[config.mk]
export PLATFORM = sky130hd
export DESIGN_NAME = bcd_scan_counter
export DESIGN_NICKNAME = d
export VERILOG_FILES = /design/src/rtl/bcd_pkg.sv /design/src/rtl/bcd_digit.sv /design/src/rtl/bcd_scan_counter.sv
export SDC_FILE = /design/constraint.sdc
export NUM_CORES = 1
export LEC_CHECK = 0
export BUFFER_PORTS_ARGS = -buffer_cell sky130_fd_sc_hd__buf_2
export CORE_MARGIN = 8
export CORE_UTILIZATION = 28
export CTS_CLUSTER_DIAMETER = 50
export DETAILED_ROUTE_END_ITERATION = 8
export GPL_TIMING_DRIVEN = 0
export SKIP_CTS_REPAIR_TIMING = 1
export SYNTH_ARGS = -nofsm -noshare
export SYNTH_HDL_FRONTEND = slang
export SYNTH_SLANG_ARGS = --single-unit
[constraint.sdc]
create_clock -name clk -period 4 [get_ports clk]
set_input_delay 0.4 -clock clk [delete_from_list [all_inputs] [get_ports clk]]
set_output_delay 0.4 -clock clk [all_outputs]
set_load 0.02 [all_outputs]
[src/rtl/bcd_pkg.sv]
// Shared BCD types and constants for the four-digit scanned counter.
package bcd_pkg;

  localparam int unsigned NUM_DIGITS = 4;
  localparam int unsigned DIGIT_W    = 4;

  typedef logic [DIGIT_W-1:0] bcd_t;

  localparam bcd_t BCD_MAX = 4'd9;

  function automatic logic is_bcd(input bcd_t d);
    return d <= BCD_MAX;
  endfunction

  // Out-of-range digits collapse to zero so the count never leaves 0..9.
  function automatic bcd_t sanitize(input bcd_t d);
    return is_bcd(d) ? d : '0;
  endfunction

endpackage

[src/rtl/bcd_digit.sv]
// One decade of the BCD counter: up/down step with ripple carry/borrow, load and clear.
module bcd_digit
  import bcd_pkg::*;
(
  input  logic                clk,
  input  logic                rst,
  input  logic                clr,
  input  logic                load,
  input  logic [DIGIT_W-1:0]  load_val,
  input  logic                step,
  input  logic                up,
  input  logic                cin,
  output logic                cout_c,
  output logic [DIGIT_W-1:0]  digit
);

  bcd_t nxt_c;

  // Neighbouring value in the current direction, wrapping at the decade edge.
  always_comb begin
    nxt_c = digit;
    if (up) nxt_c = (digit >= BCD_MAX) ? '0 : digit + 4'd1;
    else    nxt_c = (digit == '0) ? BCD_MAX : digit - 4'd1;
  end

  assign cout_c = cin & (up ? (digit >= BCD_MAX) : (digit == '0));

  always_ff @(posedge clk) begin
    if (rst)                digit <= '0;
    else if (clr)           digit <= '0;
    else if (load)          digit <= sanitize(load_val);
    else if (step && cin)   digit <= nxt_c;
  end

endmodule

[src/rtl/bcd_scan_counter.sv]
// Four-digit BCD up/down counter with prescaled stepping and a multiplexed digit scan.
module bcd_scan_counter
  import bcd_pkg::*;
#(
  parameter int unsigned CNT_DIV  = 4,
  parameter int unsigned SCAN_DIV = 2
) (
  input  logic                          clk,
  input  logic                          rst,
  input  logic                          en,
  input  logic                          up,
  input  logic                          clr,
  input  logic                          load,
  input  logic [NUM_DIGITS*DIGIT_W-1:0] load_val,
  output logic [NUM_DIGITS*DIGIT_W-1:0] count,
  output logic                          carry,
  output logic                          load_err,
  output logic [DIGIT_W-1:0]            data,
  output logic [NUM_DIGITS-1:0]         dig_sel
);

  localparam int unsigned PW = (CNT_DIV  > 1) ? $clog2(CNT_DIV)  : 1;
  localparam int unsigned SW = (SCAN_DIV > 1) ? $clog2(SCAN_DIV) : 1;
  localparam int unsigned IW = $clog2(NUM_DIGITS);

  logic [PW-1:0]       presc;
  logic                presc_wrap_c;
  logic                step_c;
  logic                bad_c;
  logic [NUM_DIGITS:0] chain;
  bcd_t                digits [NUM_DIGITS];

  logic [SW-1:0]       scan_cnt;
  logic                scan_wrap_c;
  logic [IW-1:0]       scan_idx;
  logic [IW-1:0]       idx_nxt_c;

  assign presc_wrap_c = (presc == PW'(CNT_DIV - 1));
  assign step_c       = en & presc_wrap_c & ~clr & ~load;

  // Prescaler only advances while enabled; any clear or load restarts the step interval.
  always_ff @(posedge clk) begin
    if (rst || clr || load) presc <= '0;
    else if (en)            presc <= presc_wrap_c ? '0 : presc + PW'(1);
  end

  assign chain[0] = 1'b1;

  for (genvar i = 0; i < NUM_DIGITS; i++) begin : g_digit
    bcd_digit u_digit (
      .clk      (clk),
      .rst      (rst),
      .clr      (clr),
      .load     (load),
      .load_val (load_val[DIGIT_W*i +: DIGIT_W]),
      .step     (step_c),
      .up       (up),
      .cin      (chain[i]),
      .cout_c   (chain[i+1]),
      .digit    (digits[i])
    );
    assign count[DIGIT_W*i +: DIGIT_W] = digits[i];
  end

  always_comb begin
    bad_c = 1'b0;
    for (int unsigned i = 0; i < NUM_DIGITS; i++) begin
      if (!is_bcd(load_val[DIGIT_W*i +: DIGIT_W])) bad_c = 1'b1;
    end
  end

  // A carry out of the top digit means every digit wrapped on this step.
  always_ff @(posedge clk) begin
    if (rst) begin
      carry    <= 1'b0;
      load_err <= 1'b0;
    end else begin
      carry    <= step_c & chain[NUM_DIGITS];
      load_err <= load & ~clr & bad_c;
    end
  end

  assign scan_wrap_c = (scan_cnt == SW'(SCAN_DIV - 1));

  always_comb begin
    idx_nxt_c = scan_idx;
    if (scan_wrap_c) idx_nxt_c = scan_idx + IW'(1);
  end

  // data and dig_sel are both taken from the next index so they always agree.
  always_ff @(posedge clk) begin
    if (rst) begin
      scan_cnt <= '0;
      scan_idx <= '0;
      data     <= '0;
      dig_sel  <= NUM_DIGITS'(1);
    end else begin
      scan_cnt <= scan_wrap_c ? '0 : scan_cnt + SW'(1);
      scan_idx <= idx_nxt_c;
      data     <= digits[idx_nxt_c];
      dig_sel  <= NUM_DIGITS'(1) << idx_nxt_c;
    end
  end

endmodule
== Yosys cells after proc, flatten, opt, wreduce, memory -nomap -nowiden ==
Index checks and enable logic that the tools add are counted.

* Output and inout port bits: 26
* Register bits after elaboration: 31

* Bitwise operators: 12
* Eq/ne operators: 1
* Reductions and logical operators: 15
* Shift operators: 1
* Order comparisons: 9
* Mux-type cells: 37
* Add/subtract/negate cells: 11

{| class="wikitable"
|+ Operators by type and width
! cell !! count
|-
| $mux W4 || 26
|-
| $add A4 B1 Y4 const B || 4
|-
| $ge A4 B4 Y1 const B || 4
|-
| $le A4 B4 Y1 const B || 4
|-
| $logic_not A4 Y1 || 4
|-
| $sub A4 B1 Y4 const B || 4
|-
| $and A1 B1 Y1 || 9
|-
| $bmux W4 S2 || 1
|-
| $mux W1 || 8
|-
| $reduce_bool A2 Y1 || 4
|-
| $add A2 B1 Y2 const B || 2
|-
| $mux W2 || 2
|-
| $reduce_or A2 Y1 || 2
|-
| $shl A1 B2 Y4 const A || 1
|-
| $ge A3 B3 Y1 const B || 1
|-
| $logic_and A1 B1 Y1 || 3
|-
| $not A2 Y3 || 1
|-
| $eq A2 B2 Y1 const B || 1
|-
| $logic_or A1 B1 Y1 || 2
|-
| $not A1 Y1 || 2
|-
| $add A1 B1 Y1 const B || 1
|}

== Longest topological paths before layout ==
Gate-level depths: netlist of run 1.

* Word-level depth: 7
* Mapped depth: 7

== By module ==
A second synthesis of run 1 with hierarchy kept.

* Cells, all modules: 333
* Area, all modules: 2706.3 um^2

{| class="wikitable"
|+ Modules (own cells, without submodules)
! module !! seq. area each (um^2) !! cells each !! area each (um^2) !! times used
|-
| bcd_digit || 80.1 || 65 || 488.0 || 4
|-
| bcd_scan_counter || 300.3 || 73 || 754.5 || 1
|}

== Least setup slack after synthesis of run 1 ==
No wires, ideal clock.

* Path kind: reg2reg
* Start point: register g_digit[2].u_digit.digit[1]
* End point: register g_digit[3].u_digit.digit[1]
* Required time: 3884 ps
* Cell stages (with the launch flop): 8
* Buffers on the path: 0
* Setup slack: 1822 ps
* Clock period less this slack: 2178 ps
* Data arrival time: 2062 ps
* Path through: dfxtp_1 -> inv_1 -> ha_1 -> or3b_1 -> a32o_1 -> a41oi_4 -> a2111oi_2 -> a31o_1

* Cells in the longest elaborated chain, start to end: 5
* Elaborated cells on any way between the ends: 6
* Classes of those cells: order compare (1); mux (1); bitwise (1); reduce/logical (3)

{| class="wikitable"
|+ RTL lines
! item !! line !! text
|-
| from (decl) || bcd_digit.sv:14 || <nowiki>output logic [DIGIT_W-1:0] digit</nowiki>
|-
| from (signal assigned) || bcd_digit.sv:31 || <nowiki>else if (load) digit <= sanitize(load_val);</nowiki>
|-
| from (signal assigned) || bcd_digit.sv:32 || <nowiki>else if (step && cin) digit <= nxt_c;</nowiki>
|-
| $ge A4 B4 Y1 / $logic_not A4 Y1 (equally long branches) || bcd_digit.sv:26 || <nowiki>assign cout_c = cin & (up ? (digit >= BCD_MAX) : (digit == '0));</nowiki>
|-
| $mux W1 (*) || bcd_digit.sv:26 ||
|-
| $and A1 B1 Y1 (*) || bcd_digit.sv:26 ||
|-
| $logic_and A1 B1 Y1 (*) || bcd_digit.sv:32 ||
|-
| $reduce_bool A2 Y1 (no source line) (*) || n/a ||
|-
| to (signal assigned) || bcd_digit.sv:31 ||
|-
| to (signal assigned) || bcd_digit.sv:32 ||
|-
| to (decl) || bcd_digit.sv:14 ||
|}

Mark *: on every way between the ends. The rest lies on a longest branch, timed or not.
A chain may end at the register's enable or synchronous reset.

== Worst setup path after layout of run 1 ==
* Start point: register g_digit[0].u_digit.digit[0]
* End point: register g_digit[2].u_digit.digit[2]

* Cells in the longest elaborated chain, start to end: 5
* Elaborated cells on any way between the ends: 6
* Classes of those cells: order compare (1); mux (1); bitwise (1); reduce/logical (3)

{| class="wikitable"
|+ RTL lines
! item !! line
|-
| from (decl) || bcd_digit.sv:14
|-
| from (signal assigned) || bcd_digit.sv:31
|-
| from (signal assigned) || bcd_digit.sv:32
|-
| $ge A4 B4 Y1 / $logic_not A4 Y1 (equally long branches) || bcd_digit.sv:26
|-
| $mux W1 (*) || bcd_digit.sv:26
|-
| $and A1 B1 Y1 (*) || bcd_digit.sv:26
|-
| $logic_and A1 B1 Y1 (*) || bcd_digit.sv:32
|-
| $reduce_bool A2 Y1 (no source line) (*) || n/a
|}

Marked as above.

==> impl_metrics.json, run 1 <==
{
  "start_util_pct": 28.8,
  "drive_above_1_share_pct": 19.0,
  "synth_nets": 338,
  "ctsRootBufferMaster": "clkbuf_8",
  "grt_first_pass_wirelength_mm": 12.2,
  "finalHoldViolations": 0,
  "avgSynthCellArea_um2": 7.91,
  "antenna_found_initial": 0,
  "synth_edf_count": 0,
  "cts_buffers": 5,
  "tightest_slew_ps": 835,
  "port-buffer-count": 45,
  "arrival_ps": 2520,
  "synth-seq-area-share_pct": 26.2,
  "dr_total_vias": 2457,
  "power.total_w": 0.000828,
  "status": "finished, final reports clean",
  "reg2reg_depth": 7,
  "synth_cell_types": 59,
  "dr.pass1.iters": 4,
  "cts_tree": "yes",
  "syn2layout_area_growth_pct": 20.1,
  "finalWirelength_mm": 7.29,
  "synthFlopType": "dfxtp_1",
  "clk_latency_ps": 290,
  "coreArea_um2": 8220,
  "powerDensity_nw_per_um2": 292,
  "avgRoutedWirePerCell_um": 16.0,
  "die_y_um": 108,
  "ant_nets": 0,
  "cp-end-kind": "flip-flop",
  "finalMaxSlewViolations": 0,
  "yosys_register_bits": 31,
  "crit_start": "g_digit[0].u_digit.digit[0]",
  "finClkSkew_ps": 9.01,
  "dieArea_um2": 11600,
  "design_area_um2": 2840,
  "gr-total-overflow": 0,
  "cp-endpoint": "g_digit[2].u_digit.digit[2]",
  "finalCriticalPeriod_ps": 2350,
  "rows": 33,
  "antennaDiodeCount": 0,
  "synth_top_cell_by_area": "dfxtp_1",
  "drcViolationCount": 0,
  "ys_warn_count": 0,
  "reg2reg_from": "g_digit[0].u_digit.digit[0]",
  "grt_max_degree": 11,
  "critPathKind": "flip-flop to flip-flop",
  "grt_setup_unrepaired": "false",
  "postSynthCellCount": 299,
  "dieWidth_um": 108,
  "cp_max_fo": 10,
  "timing.final.crit_share_pct": 58.6,
  "yosys-top-cells-area": "dfxtp_1 (26%), ha_1 (9.0%), nor2_1 (5.4%)",
  "netlist_area_um2": 2360,
  "hpwlAfterDp_mm": 5.54,
  "slew_headroom_pct": 44.1,
  "drtIter0Drc": 138,
  "cts.clk_slew.worst_paths_ps": 70,
  "clock_path_buffers": 2,
  "synth_top_area_share_pct": 26.2,
  "start_kind": "flip-flop",
  "setup-violations-final": 0,
  "placed_area_um2": 2720,
  "vdd_drop_max_mv": 0.150,
  "reg2reg_setup_slack_ps": 1650,
  "maxCapViolations": 0,
  "setup_tns_ps": 0,
  "grt_util_all_layers_pct": 13.0,
  "gp_congestion": 0.898,
  "required_ps": 4180,
  "r2r_end": "g_digit[2].u_digit.digit[2]",
  "clock-sinks": 31,
  "htree_levels": 2,
  "p_leak_nw": 1.20,
  "grt_pass1_vias": 2456,
  "timing.fmax_ghz": 0.426,
  "fin_nets": 390,
  "ioPinCount": 48,
  "min_path_type": "primary input to flip-flop",
  "synthArstFlopShare_pct": 0,
  "viasPerCell": 5.38
}
-- worst max-delay path, stage by stage (launching register included) --
cell	delay [ps]
dfxtp_1	420
inv_1	170
ha_1	260
or3b_4	420
o22ai_4	280
nand3_4	160
mux2i_1	160
a2111oi_0	360
-- kinds of logic after synthesis --
group                      synth area share (%)
AOI/OAI and AO/OA                          31.6
xor gates and xnor gates                   1.85
buffers and inverters                      6.30
muxes                                      3.92
adders and majority gates                  8.99
and+or+nand+nor                            21.1
DFF                                        26.2
-- synthesized netlist by cell type (all sizes together) (2+ instances only) --
master / number
a22oi: 4
nor3b: 4
xnor2: 3
nor2: 35
a32oi: 2
buf: 4
a21boi: 2
o2bb2ai: 2
inv: 19
a211o: 3
nor3: 4
nor2b: 6
or3b: 3
or2: 2
nand3b: 2
o211ai: 2
nand4: 6
o21ai: 20
o221ai: 3
o22ai: 6
o21bai: 4
o31ai: 4
nand3: 5
a311oi: 3
a21oi: 23
dfxtp: 31
ha: 17
nand2b: 6
a211oi: 5
clkbuf: 14
a31oi: 4
mux2i: 7
nand2: 19
nor4: 2
xor2: 2
o21a: 3
a41oi: 3
a2111oi: 3
-- state kept, by name (all words and copies together) (netlist names) --
signal,cells
scan_idx,2
scan_cnt,1
presc,2
carry,1
load_err,1
data,4
dig_sel,4
g_digit.u_digit.digit,16
-- report_power, final --
part | leakage, nW | internal [W] | switching (W) | total (W)
clock | 0.0612 | 0.000202 | 0.000124 | 0.000326
sequential | 0.252 | 0.000321 | 0.0000126 | 0.000334
combinational | 0.887 | 0.0000629 | 0.000106 | 0.000169
-- cells in the final DEF, fill, tap and decap left out, drive strengths merged, types with 5 or more instances in the layout --
cell     n
nor2b    6
nand3    5
clkbuf  20
mux2i    7
nand2b   6
inv     19
o21ai   20
nand2   19
buf     49
o22ai    6
nand4    6
nor2    35
a21oi   23
a211oi   5
ha      17
dfxtp   31
-- worst min-delay path by stage --
stage                           start                           to  slack (ps)  cells past startpoint
after floorplan              presc[1]                     presc[1]         460                      2
after global placement       presc[1]                     presc[1]         480                      2
after detailed placement     scan_cnt                     scan_cnt         490                      1
after CTS                 load_val[6]  g_digit[1].u_digit.digit[2]         340                      3
after global routing      load_val[6]  g_digit[1].u_digit.digit[2]         350                      3
final                     load_val[6]  g_digit[1].u_digit.digit[2]         340                      3
-- layer usage --
layer	track usage (%)	up-vias	wire length, µm	share of wire (%)
li1	-	1206	-	-
met1	17.0	1158	3340	46
met2	20.3	81	3350	46
met3	3.05	12	482	6.6
met4	4.96	0	122	1.7
met5	0	-	0	0
-- per-stage QoR --
step	util (%)	hold slack [ps]	std cells	setup slack [ps]
after floorplan	-	465	299	1820
after global placement	33.1	481	449	1580
after detailed placement	33.1	493	449	1580
after CTS	34.6	335	457	1650
after global routing	34.6	349	457	1450
final	34.6	340	457	1650
-- area by class of cell --
type	instances	area, µm²
inverters	19	71.3
plain buffers	18	77.6
clock buffers	6	82.6
repair buffers	45	225
fillers	881	5380
flip-flops and latches	31	621
clock inverters	2	35.0
multi-input cells	231	1600
well taps	105	131
No activity file was read; power rests on OpenSTA's default activity.
==> run 2: changes to the inputs <==
Clock period 4 ns to 1.9 ns, I/O delays scaled along.
==> impl_metrics.json, run 2 (synthesis results as in run 1) <==
{
  "status": "finished with violations",
  "failed_checks": "setup timing",
  "timing.fmax_ghz": 0.472,
  "dr_total_vias": 2561,
  "finalMaxSlewViolations": 0,
  "tightest_slew_ps": 806,
  "antenna_found_initial": 0,
  "drcViolationCount": 0,
  "ioPinCount": 48,
  "coreArea_um2": 8220,
  "design_area_um2": 3160,
  "largest-register": "g_digit.u_digit.digit",
  "reg_top3": "g_digit.u_digit.digit (16), data (4), dig_sel (4)",
  "rows": 33,
  "multi_input_area_um2": 1720,
  "clk_latency_ps": 290,
  "cts_buffers": 5,
  "start_kind": "flip-flop",
  "dr.pass1.iters": 5,
  "timing.final.crit_share_pct": 112,
  "die_y_um": 108,
  "ctsRootBufferMaster": "clkbuf_8",
  "maxCapViolations": 0,
  "avgRoutedWirePerCell_um": 16.3,
  "cp-end-kind": "flip-flop",
  "grt_util_all_layers_pct": 12.8,
  "finalCriticalPeriod_ps": 2120,
  "dieArea_um2": 11600,
  "slew_headroom_pct": 46.1,
  "final_cell_mix": "buf_2 (47), nor2_1 (34), dfxtp_1 (24)",
  "setup-violations-final": 10,
  "placed_area_um2": 2780,
  "arrival_ps": 2280,
  "htree_levels": 2,
  "antennaDiodeCount": 0,
  "fin_util_pct": 38.5,
  "largest_register_ffs": 16,
  "finClkSkew_ps": 6.18,
  "cp_max_fo": 8,
  "timing.final.ws_setup_ps": -221,
  "grt_max_degree": 12,
  "port-buffer-count": 45,
  "grt_pass1_vias": 2393,
  "finalWirelength_mm": 7.80,
  "vdd_drop_max_mv": 0.234,
  "finalHoldViolations": 0,
  "critPathKind": "flip-flop to flip-flop",
  "p_leak_nw": 1.34,
  "ant_nets": 0,
  "clock-sinks": 31,
  "gp_congestion": 0.903,
  "viasPerCell": 5.35,
  "min_path_type": "primary input to flip-flop",
  "whs_ps": 144,
  "place_ws_ps": -296,
  "drive_above_1_share_pct": 31.8,
  "gr-total-overflow": 0,
  "grt_first_pass_wirelength_mm": 12.0,
  "cts_tree": "yes",
  "fin_nets": 412,
  "start_util_pct": 28.8,
  "dieWidth_um": 108,
  "syn2layout_area_growth_pct": 33.7,
  "required_ps": 2060,
  "powerDensity_nw_per_um2": 544,
  "power.total_w": 0.00172,
  "register_area_um2": 644,
  "clock_path_buffers": 2,
  "cts.clk_slew.worst_paths_ps": 80,
  "grt_setup_unrepaired": "true",
  "drtIter0Drc": 172,
  "final_common_cell": "buf_2",
  "fill_cells": 831,
  "hpwlAfterDp_mm": 5.63
}
## run 2: cell count changes in the layout (fill, tap and decap cells not counted), sizes merged
| cell | delta |
|---|---|
| buf | +22 |
| clkinv | +1 |
| bufinv | -1 |
## run 2: layout make-up
type / instances / area share, %
clock buffers: 6 / 2.97
multi-input cells: 231 / 54.4
repair buffers: 67 / 12.6
well taps: 105 / 4.16
clock inverters: 2 / 0.435
flip-flops and latches: 31 / 20.4
plain buffers: 18 / 2.45
inverters: 19 / 2.65
## run 2: worst paths after layout
kind	from	end	cells past startpoint	slack (ps)
worst max-delay path	g_digit[2].u_digit.digit[1]	g_digit[3].u_digit.digit[2]	7	-220
worst min-delay path	load_val[6]	g_digit[1].u_digit.digit[2]	3	140
worst max register to register	g_digit[2].u_digit.digit[1]	g_digit[3].u_digit.digit[2]	7	-220
worst min register to register	presc[1]	presc[1]	2	510
## run 2: report_power, final
part           leakage, nW  total (W)  switching, W  internal [W]
clock network       0.0563   0.000618      0.000281      0.000337
logic                 1.02   0.000405      0.000242      0.000163
registers            0.257   0.000697     0.0000270      0.000670
## run 2: metal layers
layer	vias to the layer above	global-route usage (%)	wire, µm
li1	1243	-	-
met2	79	20.4	3630
met4	0	3.77	51
met5	-	0	0
met3	5	3.53	470
met1	1234	16.4	3650
## run 2: stage by stage
| step | instances | TNS (ps) |
|---|---|---|
| after floorplan | 299 | -57.9 |
| after global routing | 479 | -2290 |
| after detailed placement | 449 | -1620 |
| after CTS | 457 | -1640 |
| final | 479 | -1260 |
| after global placement | 449 | -1460 |
## run 2: critical path: stages (launching register included)
cell and delay [ps]:
dfxtp_4 390, inv_4 60, ha_4 150, or3b_4 410, a32o_2 300, a41oi_4 400, nor2b_4 220, nor3_2 50
